`src/rtl/cv32e40s_pma_splitter.sv`:
```
// PMA front-end: checks a core access against the region table, splits word-crossing
// accesses into two aligned bus transactions and keeps responses in order.
module cv32e40s_pma_splitter #(
    parameter int unsigned PMA_NUM_REGIONS = 0,
    // Region i occupies PMA_CFG[i*68 +: 68] = {word_addr_low, word_addr_high,
    // main, bufferable, cacheable, integrity}; all-zero entry is PMA_R_DEFAULT.
    parameter logic [((PMA_NUM_REGIONS == 0) ? 1 : PMA_NUM_REGIONS)*68-1:0] PMA_CFG = '0,
    parameter int unsigned MAX_OUTSTANDING = 2
) (
    input  logic        clk,
    input  logic        rst_n,
    input  logic        core_req_i,
    output logic        core_gnt_o,
    input  logic [31:0] core_addr_i,
    input  logic [1:0]  core_size_i,
    input  logic        core_we_i,
    input  logic        core_instr_i,
    output logic        bus_req_o,
    input  logic        bus_gnt_i,
    output logic [31:0] bus_addr_o,
    output logic [3:0]  bus_be_o,
    output logic        bus_bufferable_o,
    output logic        bus_cacheable_o,
    output logic        bus_integrity_o,
    input  logic        bus_rvalid_i,
    output logic        core_rvalid_o,
    output logic        core_err_o
);

    localparam int unsigned CntW = $clog2(MAX_OUTSTANDING + 1);
    localparam logic [CntW-1:0] MaxCnt = CntW'(MAX_OUTSTANDING);

    typedef enum logic [1:0] {StIdle, StSecond, StErr} state_e;

    state_e                     r_state, w_state_d;
    logic [CntW-1:0]            r_cnt, w_cnt_d;
    logic [MAX_OUTSTANDING-1:0] r_flags, w_flags_d;
    logic                       r_active;
    logic [31:0]                r_addr1;
    logic [3:0]                 r_be1;
    logic                       r_buf1, r_cache1, r_integ1;

    logic [3:0]  w_mask;
    logic [7:0]  w_shift;
    logic        w_split, w_error, w_room, w_pop;
    logic [31:0] w_addr0, w_addr1;
    logic [3:0]  w_attr0, w_attr1;
    logic        w_buf0, w_buf1;
    logic        w_push, w_push_flag, w_latch, w_err_rsp;
    logic [CntW-1:0] w_idx;

    // Returns {main, bufferable, cacheable, integrity}; lowest matching index wins.
    function automatic logic [3:0] f_lookup(input logic [29:0] wa);
        logic [31:0] wa32;
        logic [67:0] ent;
        logic        found;
        logic [3:0]  attr;
        wa32  = {2'b00, wa};
        found = 1'b0;
        attr  = (PMA_NUM_REGIONS == 0) ? 4'b1000 : 4'b0000;
        for (int i = 0; i < int'(PMA_NUM_REGIONS); i++) begin
            ent = PMA_CFG[i*68 +: 68];
            if (!found && wa32 >= ent[67:36] && wa32 < ent[35:4]) begin
                found = 1'b1;
                attr  = ent[3:0];
            end
        end
        return attr;
    endfunction

    always_comb begin
        unique case (core_size_i)
            2'd0:    w_mask = 4'b0001;
            2'd1:    w_mask = 4'b0011;
            default: w_mask = 4'b1111;
        endcase
    end

    assign w_shift = {4'b0000, w_mask} << core_addr_i[1:0];
    assign w_split = |w_shift[7:4];
    assign w_addr0 = {core_addr_i[31:2], 2'b00};
    assign w_addr1 = w_addr0 + 32'd4;
    assign w_attr0 = f_lookup(w_addr0[31:2]);
    assign w_attr1 = f_lookup(w_addr1[31:2]);
    assign w_buf0  = w_attr0[2] & core_we_i & ~core_instr_i;
    assign w_buf1  = w_attr1[2] & core_we_i & ~core_instr_i;
    assign w_error = (core_instr_i | w_split) & (~w_attr0[3] | (w_split & ~w_attr1[3]));
    assign w_room  = (r_cnt < MaxCnt);
    assign w_pop   = r_active & bus_rvalid_i & (r_cnt != '0);

    always_comb begin
        w_state_d        = r_state;
        bus_req_o        = 1'b0;
        bus_addr_o       = 32'h0;
        bus_be_o         = 4'h0;
        bus_bufferable_o = 1'b0;
        bus_cacheable_o  = 1'b0;
        bus_integrity_o  = 1'b0;
        core_gnt_o       = 1'b0;
        w_err_rsp        = 1'b0;
        w_push           = 1'b0;
        w_push_flag      = 1'b0;
        w_latch          = 1'b0;
        unique case (r_state)
            StIdle: begin
                if (core_req_i) begin
                    if (w_error) begin
                        core_gnt_o = 1'b1;
                        w_state_d  = StErr;
                    end else if (w_room) begin
                        bus_req_o        = 1'b1;
                        bus_addr_o       = w_addr0;
                        bus_be_o         = w_shift[3:0];
                        bus_bufferable_o = w_buf0;
                        bus_cacheable_o  = w_attr0[1];
                        bus_integrity_o  = w_attr0[0];
                        if (bus_gnt_i) begin
                            w_push      = 1'b1;
                            w_push_flag = ~w_split;
                            if (w_split) begin
                                w_latch   = 1'b1;
                                w_state_d = StSecond;
                            end else begin
                                core_gnt_o = 1'b1;
                            end
                        end
                    end
                end
            end
            StSecond: begin
                if (w_room) begin
                    bus_req_o        = 1'b1;
                    bus_addr_o       = r_addr1;
                    bus_be_o         = r_be1;
                    bus_bufferable_o = r_buf1;
                    bus_cacheable_o  = r_cache1;
                    bus_integrity_o  = r_integ1;
                    if (bus_gnt_i) begin
                        w_push      = 1'b1;
                        w_push_flag = 1'b1;
                        core_gnt_o  = 1'b1;
                        w_state_d   = StIdle;
                    end
                end
            end
            StErr: begin
                // Error response waits until every earlier bus response has drained.
                if (r_cnt == '0 && !bus_rvalid_i) begin
                    w_err_rsp = 1'b1;
                    w_state_d = StIdle;
                end
            end
            default: w_state_d = StIdle;
        endcase
        if (!r_active) begin
            w_state_d        = StIdle;
            bus_req_o        = 1'b0;
            bus_addr_o       = 32'h0;
            bus_be_o         = 4'h0;
            bus_bufferable_o = 1'b0;
            bus_cacheable_o  = 1'b0;
            bus_integrity_o  = 1'b0;
            core_gnt_o       = 1'b0;
            w_err_rsp        = 1'b0;
            w_push           = 1'b0;
            w_latch          = 1'b0;
        end
    end

    assign core_rvalid_o = (w_pop & r_flags[0]) | w_err_rsp;
    assign core_err_o    = w_err_rsp;

    // Occupancy equals r_cnt, so the FIFO is a shift register popped from bit 0.
    assign w_idx   = r_cnt - CntW'(w_pop);
    assign w_cnt_d = r_cnt + CntW'(w_push) - CntW'(w_pop);

    always_comb begin
        w_flags_d = w_pop ? (r_flags >> 1) : r_flags;
        for (int i = 0; i < int'(MAX_OUTSTANDING); i++) begin
            if (w_push && CntW'(i) == w_idx) begin
                w_flags_d[i] = w_push_flag;
            end
        end
    end

    always_ff @(posedge clk or negedge rst_n) begin
        if (!rst_n) begin
            r_state  <= StIdle;
            r_cnt    <= '0;
            r_flags  <= '0;
            r_active <= 1'b0;
            r_addr1  <= 32'h0;
            r_be1    <= 4'h0;
            r_buf1   <= 1'b0;
            r_cache1 <= 1'b0;
            r_integ1 <= 1'b0;
        end else begin
            r_state  <= w_state_d;
            r_cnt    <= w_cnt_d;
            r_flags  <= w_flags_d;
            r_active <= 1'b1;
            if (w_latch) begin
                r_addr1  <= w_addr1;
                r_be1    <= w_shift[7:4];
                r_buf1   <= w_buf1;
                r_cache1 <= w_attr1[1];
                r_integ1 <= w_attr1[0];
            end
        end
    end

endmodule

```
`config.mk`:
```
export PLATFORM = sky130hd
export DESIGN_NAME = cv32e40s_pma_splitter
export DESIGN_NICKNAME = d
export VERILOG_FILES = /design/src/rtl/cv32e40s_pma_splitter.sv
export SDC_FILE = /design/constraint.sdc
export NUM_CORES = 1
export LEC_CHECK = 0
export ABC_AREA = 1
export CORE_MARGIN = 2
export CORE_UTILIZATION = 53
export CTS_CLUSTER_SIZE = 25
export DETAILED_ROUTE_END_ITERATION = 10
export GPL_TIMING_DRIVEN = 0
export HOLD_SLACK_MARGIN = 0.15
export PLACE_DENSITY = 0.87
export RECOVER_POWER = 100
export SLEW_MARGIN = 0
export SYNTH_ARGS = -nofsm -noshare
export SYNTH_HDL_FRONTEND = slang
export SYNTH_SLANG_ARGS = --single-unit
```
`constraint.sdc`:
```
create_clock -name clk -period 5.4 [get_ports clk]
set_input_delay 0.54 -clock clk [delete_from_list [all_inputs] [get_ports clk]]
set_output_delay 0.54 -clock clk [all_outputs]
set_load 0.02 [all_outputs]
```
Yosys cells after proc, flatten, opt, wreduce, memory -nomap -nowiden
Index checks and enable logic that the tools add are counted.
{ "totals": {"reg_bits": 43, "input_bits": 41, "output_inout_bits": 43, "wordCells": 93} }
{ "classes": {"addsub": 4, "order_cmp": 1, "eq_ne": 11, "n_shift": 1, "mux": 51, "bitwise": 5, "n_reduce_logical": 13} }
{ "ops": {"columns": ["op", "n"], "rows": [
  ["32-bit two-way mux", 4],
  ["32-bit case mux with 2 select lines", 1],
  ["32-bit by 3-bit adder with 32-bit output (second input constant)", 1],
  ["1-bit two-way mux", 26],
  ["3-bit inequality test (second input constant)", 7],
  ["2-bit two-way mux", 9],
  ["4-bit two-way mux", 4],
  ["4-bit case mux with 2 select lines", 2],
  ["2-bit zero test", 4],
  ["1-bit case mux with 2 select lines", 4],
  ["4-bit by 2-bit << shifter with 8-bit output", 1],
  ["7-bit AND reduction", 1],
  ["2-bit case mux with 3 select lines", 1],
  ["2-bit nonzero test", 3],
  ["2-bit by 1-bit equality test with 1-bit output (second input constant)", 2],
  ["4-bit OR reduction", 1],
  ["2-bit by 1-bit subtractor with 2-bit output", 2],
  ["1-bit bitwise AND", 3],
  ["1-bit logical AND", 3],
  ["2-bit by 1-bit adder with 2-bit output", 1],
  ["1-bit by 2-bit equality test with 1-bit output (first input constant)", 1],
  ["2-bit equality test (second input constant)", 1],
  ["2-bit less-than comparator (second input constant)", 1],
  ["1-bit zero test", 1],
  ["other kinds (2)", 2]
]} }

Longest topological paths before layout
Gate-level depths: netlist of run 1.
{ "depth": {"depth_word": 10, "depth_mapped": 12, "depth_no_buf": 10} }

Least setup slack after synthesis of run 1
Ideal clock, no wire load.
{ "synth_path": {"kind": "register to register", "start": "register r_cnt[1]", "end": "register r_cnt[1]", "arrival_ns": 2.001, "path_slack_ns": 3.271, "stages_incl_launch_ff": 10, "path_buffers": 0, "period_less_slack_ns": 2.129, "path_cell_list": "dfrtp_1 -> inv_2 -> nand2_1 -> a21oi_1 -> nand2_1 -> ha_1 -> inv_1 -> ha_1 -> xnor2_1 -> xor2_1"} }
{ "synth_via": {"elab_chain_len": 7, "word_cells_on_any_way": 9, "cone_classes": "2 x add/sub; 1 x order compare; 4 x mux; 1 x bitwise; 1 x reduce/logical"} }
{ "synth_lines": {"columns": ["item", "line_no", "source"], "rows": [
  ["start, declared", "36", "logic [CntW-1:0] r_cnt, w_cnt_d;"],
  ["start signal, assigned", "199", "r_cnt <= w_cnt_d;"],
  ["2-bit less-than comparator", "88", "assign w_room = (r_cnt < MaxCnt);"],
  ["1-bit two-way mux", "131", "if (w_room) begin"],
  ["1-bit two-way mux", "106", "if (core_req_i) begin"],
  ["1-bit case mux with 2 select lines", "104", "unique case (r_state)"],
  ["1-bit two-way mux", "155", "if (!r_active) begin"],
  ["2-bit by 1-bit adder with 2-bit output", "175", "assign w_cnt_d = r_cnt + CntW'(w_push) - CntW'(w_pop);"],
  ["2-bit by 1-bit subtractor with 2-bit output *", "175", null],
  ["net w_cnt_d[1]", "36", null]
]} }
Mark *: on every way through the listed nets, which the timed path passes. The rest lies on a longest branch.
A chain may end at the register's enable or synchronous reset.

Final worst setup path of run 1
{ "layout_path": {"start": "input core_req_i", "end": "output bus_addr_o[21]"} }
{ "layout_via": {"elab_chain_len": 3} }
{ "layout_lines": {"columns": ["item", "line_no", "source"], "rows": [
  ["start, declared", "12", "input logic core_req_i,"],
  ["32-bit two-way mux", "106", null],
  ["32-bit case mux with 2 select lines", "104", null],
  ["32-bit two-way mux", "155", null],
  ["end, declared", "20", "output logic [31:0] bus_addr_o,"]
]} }
No other way between the ends.

==> results.json, run 1 <==
{
  "port_buffers": 75,
  "layout.cells.non_filler": 645,
  "drtIter0Drc": 278,
  "critical_path_class": "in2out",
  "cp.required_ps": 4860,
  "cts_tree": "done",
  "layout_commonest_cell": "nand2_1",
  "dr.pass1.iters": 6,
  "antenna_cells": 0,
  "synth_cell_type_count": 27,
  "synth_seq_cells": 39,
  "grt_use_total": 0.3026,
  "power.leakage_nw": 1.985,
  "grt_max_degree": 39,
  "drtAntennaViolNets": 0,
  "clockBufferDepth": 2,
  "m1WireLength_mm": 3.824,
  "crit_family": "buffers and inverters",
  "yosysSeqAreaShare": 0.3214,
  "cp_common_cell": "dlygate4sd3_1",
  "routed-wl-met2_mm": 4.383,
  "finClkSkew_ps": 3.514,
  "relSlewSlack": -0.4320,
  "cap_violations": 1,
  "cts_buffers": 5,
  "hp-class": "reg2reg",
  "setup_tns_ps": 0,
  "final-setup-viol-count": 0,
  "worst_ep_arrival_time_ps": 2830,
  "initial_core_util": 0.5515,
  "fp.coreArea_sq_um": 5507,
  "cts_root_buf": "clkbuf_8",
  "syn_area_per_cell_sq_um": 6.287,
  "die_y_microns": 79.70,
  "hold_viol_final": 0,
  "slew_violations": 39,
  "path_cells": "dlygate4sd3_1, nand2_1, inv_1, clkbuf_1, nand3_1, o31ai_1, dlygate4sd3_1",
  "cts_sinks": 39,
  "area_delta_synth_final_pct": 30.33,
  "fp-row-count": 27,
  "slowest_delay_ps": 710,
  "grt_pass1_vias": 3253,
  "critPathSlowestCell": "dlygate4sd3_1",
  "violations": "max-capacitance violations, max-slew violations",
  "rsz0062_at_grt": "false",
  "clock_latency_ps": 290,
  "htreeDepth": 2,
  "peakVddDrop_mv": 0.2159,
  "ios": 84,
  "drive_gt1_frac": 0.04188,
  "crit_buf_inv": 4,
  "final.period_utilization": 0.6238,
  "max_freq_mhz": 296.9,
  "worst_pin_slew_ps": 2148,
  "worst_setup_path_start_kind": "primary input",
  "dieArea_sq_um": 6351,
  "die_x_microns": 79.70,
  "period_minus_slack_ps": 3368,
  "final_cell_mix": "nand2_1, nand3_1, nor2_1, inv_1, dlygate4sd3_1",
  "hpwlAfterDp_mm": 7.054,
  "wl_per_cell_microns": 14.29,
  "topRoutingLayerUsed": "met4",
  "ys_warn_count": 0,
  "syn_area_sq_um": 3037,
  "num_vias": 3492,
  "ctsResizeCount": 0,
  "gr-total-overflow": 0,
  "drc": 0,
  "wirelength_mm": 9.217,
  "nNetsFinal": 617,
  "status": "finished with violations",
  "gp_congestion": 1.013,
  "dp.cells": 636,
  "wl_met3_microns": 769,
  "clk_pin_slew_worst_paths_ps": 80,
  "vias_per_cell": 5.414,
  "syn-instance-count": 483,
  "p_per_area_nw_per_um2": 275.5,
  "nFillCells": 495,
  "worst_setup_path_end_kind": "output port",
  "grt_pass1_wl_mm": 15.02,
  "antenna_found_initial": 0,
  "worst-path-max-fanout": 10
}
[per-stage QoR]
stage | setup slack (ps) | hold WS, ps | area [sq um] | power, mW | utilization
after floorplan | 3271 | 244.4 | 3055 | 0.7322 | -
after global placement | 2291 | 454.3 | 3896 | 0.8818 | 0.7076
after detailed placement | 2301 | 340.3 | 3911 | 0.9055 | 0.7103
after CTS | 2291 | 471.1 | 4003 | 1.106 | 0.7269
after global routing | 1867 | 499.1 | 3958 | 1.164 | 0.7187
final | 2032 | 470.0 | 3958 | 1.090 | 0.7187
[timing repair]
| action | CTS | global route |
|---|---|---|
| hold endpoints to repair | 1 | 0 |
| hold buffers | 1 | 0 |
| buffers inserted | 0 | 0 |
[worst reg2reg max path: stages, from the launching register on]
cell and delay (ps):
dfrtp_1 400, inv_2 110, nand2_1 190, inv_1 160, nand2_1 80, clkinv_1 70, nand2_2 40, nor2_1 520
clkinv_1 200, clkbuf_1 250, clkbuf_1 320, nand2_1 160, nand2_1 70
[worst paths after layout]
kind	from	end	slack, ps	cells past startpoint
max in group asynchronous	rst_n	r_addr1[25]	2640	3
setup / recovery	core_req_i	bus_addr_o[21]	2030	7
hold / removal	r_be1[0]	r_be1[0]	470	1
setup reg to reg	r_cnt[1]	r_addr1[3]	2730	12
hold reg to reg	r_be1[0]	r_be1[0]	470	1
min in group asynchronous	rst_n	r_cnt[1]	540	2
[flip-flops by register name (all words and copies together) (netlist names)]
name,count
r_be1,3
r_active,1
r_state,1
r_addr1,30
r_cnt,2
r_flags,2
[metal layers]
layer,global-route usage,vias to the layer above
li1,-,1707
met4,0.1293,0
met3,0.04638,26
met2,0.5042,189
met5,0,-
met1,0.3892,1570
[logic make-up after synthesis]
group / synth area share
other cells: 0.002473
fa+ha+maj: 0.01648
flops: 0.3214
simple gates: 0.4096
compound gates: 0.1005
buf+inv: 0.1063
xor+xnor: 0.04326
[report_power, final]
group	leakage, nW	internal [mW]	switching (mW)	total, mW
Combinational	1.45	0.162	0.253	0.415
Clock	0.0422	0.0909	0.109	0.200
Sequential	0.491	0.413	0.0621	0.475
Total	1.99	0.666	0.424	1.09
[area by class of cell]
cell class	instances	area, sq um	share of cell area
multi-input combinational	375	1747	0.4414
clock buffer	7	76.32	0.01929
tap	72	90.09	0.02276
clock inverter	1	5.005	0.001265
sequential	39	975.9	0.2466
buffer	22	110.1	0.02782
timing repair buffer	77	758.2	0.1916
inverter	52	195.2	0.04932
[Yosys cell counts]
cell type	n	area share
nand2_1	175	0.22
nand3_1	62	0.10
nor2_1	47	0.058
inv_1	45	0.056
dfrtp_1	39	0.32
o21ai_0	20	0.033
o31ai_1	20	0.049
a21oi_1	10	0.016
xor2_1	8	0.023
xnor2_1	7	0.020
buf_2	6	0.0099
buf_4	6	0.015
clkbuf_1	6	0.0074
inv_2	5	0.0062
ha_1	4	0.016
nor2_4	3	0.011
nor3_1	3	0.0049
buf_1	2	0.0025
buf_6	2	0.0074
clkinv_1	2	0.0025
conb_1	2	0.0025
nand2_2	2	0.0041
nand4_1	2	0.0041
or2_2	2	0.0041
and2_1	1	0.0021
nand3b_1	1	0.0025
o21ai_1	1	0.0016
No activity file was read; power rests on OpenSTA's default activity.
==> run 2: changes to the inputs <==
Settings changed: CORE_UTILIZATION 53 to 44, PLACE_DENSITY 0.87 to 0.77.
Clock period 5.4 ns to 2.75 ns, I/O delays scaled along.
==> results.json, run 2 (same netlist as run 1, synthesis figures left out) <==
{
  "status": "finished with violations",
  "violations": "negative setup slack",
  "num_vias": 3519,
  "gp_congestion": 0.9314,
  "dp.cells": 643,
  "drive_gt1_frac": 0.05944,
  "final_cell_mix": "nand2_1, nand3_1, clkdlybuf4s50_1, nor2_1, inv_1",
  "pre_cts_ws_ps": 107.3,
  "fp-row-count": 30,
  "final-setup-viol-count": 1,
  "cap_violations": 0,
  "fp.coreArea_sq_um": 6719,
  "period_minus_slack_ps": 2751,
  "r2r-start": "r_cnt[1]",
  "hpwlAfterDp_mm": 7.032,
  "peakVddDrop_mv": 0.2613,
  "multiInputGateArea_sq_um": 1752,
  "dpl_cell_area_sq_um": 3901,
  "r2r_cells": 12,
  "hp-class": "reg2reg",
  "post_cts_buffers": 0,
  "final_area_sq_um": 3970,
  "grt_pass1_wl_mm": 15.04,
  "min_path_cells": 2,
  "wirelength_mm": 9.322,
  "finClkSkew_ps": 2.487,
  "antenna_cells": 0,
  "seq_area_sq_um": 975.9,
  "initial_core_util": 0.4520,
  "reg_top3": "r_addr1: 30 flops, r_be1: 3 flops",
  "ios": 84,
  "worst_setup_path_start_kind": "register",
  "crit_start": "r_active",
  "antenna_found_initial": 0,
  "grt_use_total": 0.2517,
  "cts_sinks": 39,
  "die_x_microns": 87.08,
  "rsz0062_at_grt": "true",
  "drtIter0Drc": 227,
  "die_y_microns": 87.08,
  "dieArea_sq_um": 7582,
  "nFillCells": 676,
  "relSlewSlack": 0.3190,
  "worst_setup_path_end_kind": "output port",
  "cp.required_ps": 2480,
  "hp-start": "r_addr1[18]",
  "critical_path_class": "reg2out",
  "max_freq_mhz": 363.5,
  "layout_commonest_cell": "nand2_1",
  "setup_slack_ps": -1.067,
  "clock_latency_ps": 300,
  "wl_per_cell_microns": 14.30,
  "area_delta_synth_final_pct": 30.74,
  "port_buffers": 75,
  "drc": 0,
  "nNetsFinal": 616,
  "power.leakage_nw": 1.939,
  "vias_per_cell": 5.397,
  "cts_buffers": 5,
  "slew_violations": 0,
  "drtAntennaViolNets": 0,
  "grt_pass1_vias": 3249,
  "layout.cells.non_filler": 652,
  "cts_tree": "done",
  "grt_max_degree": 40,
  "p_per_area_nw_per_um2": 567.6,
  "final.period_utilization": 1.000,
  "hold_viol_final": 0,
  "worst_pin_slew_ps": 1021,
  "dr.pass1.iters": 5,
  "cts_root_buf": "clkbuf_8",
  "largest_register_ffs": 30,
  "htreeDepth": 2,
  "worst-path-max-fanout": 10,
  "worst_ep_arrival_time_ps": 2480,
  "clockBufferDepth": 2,
  "clk_pin_slew_worst_paths_ps": 80,
  "gr-total-overflow": 0,
  "regMostFlops": "r_addr1"
}
==> run 2: cell count changes in the layout (fill, tap and decap cells not counted), sizes merged <==
cell,before,now
dlymetal6s2s,0,1
clkdlybuf4s50,35,52
dlygate4sd3,40,13
clkinvlp,0,1
bufinv,0,1
dlygate4sd2,0,2
buf,12,10
clkbuf,19,26
clkinv,4,3
==> run 2: timing repair <==
action,in CTS,in global routing
hold buffers,1,0
resized for setup,2,15
endpoints found under the hold margin,21,0
endpoints found under the setup margin,2,27
==> run 2: layout make-up <==
class	count	share of cell area
plain buffers	22	0.02868
clock buffers	6	0.02080
clock inverters	2	0.008824
inverters	52	0.05011
multi-input cells	375	0.4412
flip-flops and latches	39	0.2458
well taps	80	0.02521
repair buffers	76	0.1793
==> run 2: through the flow <==
| stage | TNS [ps] | hold WS (ps) | total power [mW] | util |
|---|---|---|---|---|
| 2_1_floorplan | 0 | -20.59 | 1.438 | - |
| 3_3_place_gp | 0 | 457.2 | 1.739 | 0.5814 |
| 3_5_place_dp | 0 | 462.3 | 1.770 | 0.5806 |
| 4_1_cts | 0 | 481.8 | 2.275 | 0.5993 |
| 5_1_grt | -293.1 | 497.7 | 2.406 | 0.5909 |
| 6_report | -1.067 | 483.2 | 2.253 | 0.5909 |
==> run 2: where the power goes <==
| part | switching, mW | internal, mW | total [mW] |
|---|---|---|---|
| sequential | 0.115 | 0.811 | 0.926 |
| combinational | 0.501 | 0.320 | 0.821 |
| clock | 0.212 | 0.294 | 0.506 |
| total | 0.829 | 1.42 | 2.25 |
==> run 2: final timing paths <==
kind / endpoint / slack [ps]
max in group asynchronous: r_addr1[29] / 1430
hold / removal: r_addr1[18] / 480
setup / recovery: bus_addr_o[21] / -1
setup reg to reg: r_addr1[25] / 270
hold reg to reg: r_addr1[18] / 480
min in group asynchronous: r_cnt[1] / 690
==> run 2: critical path, cell delays in order, from the launching register on <==
cell	delay (ps)
dfrtp_1	450
inv_2	120
nor2_4	240
clkbuf_1	430
nand3_1	150
o31ai_1	120
clkdlybuf4s50_1	670
==> run 2: per-layer routing <==
metal  part of all wire  vias up  global-route usage
li1                   -     1695                   -
met1               0.43     1625              0.3347
met2               0.46      180              0.4108
met3              0.082       19             0.03791
met4              0.020        0             0.09943
met5                  0        -                   0
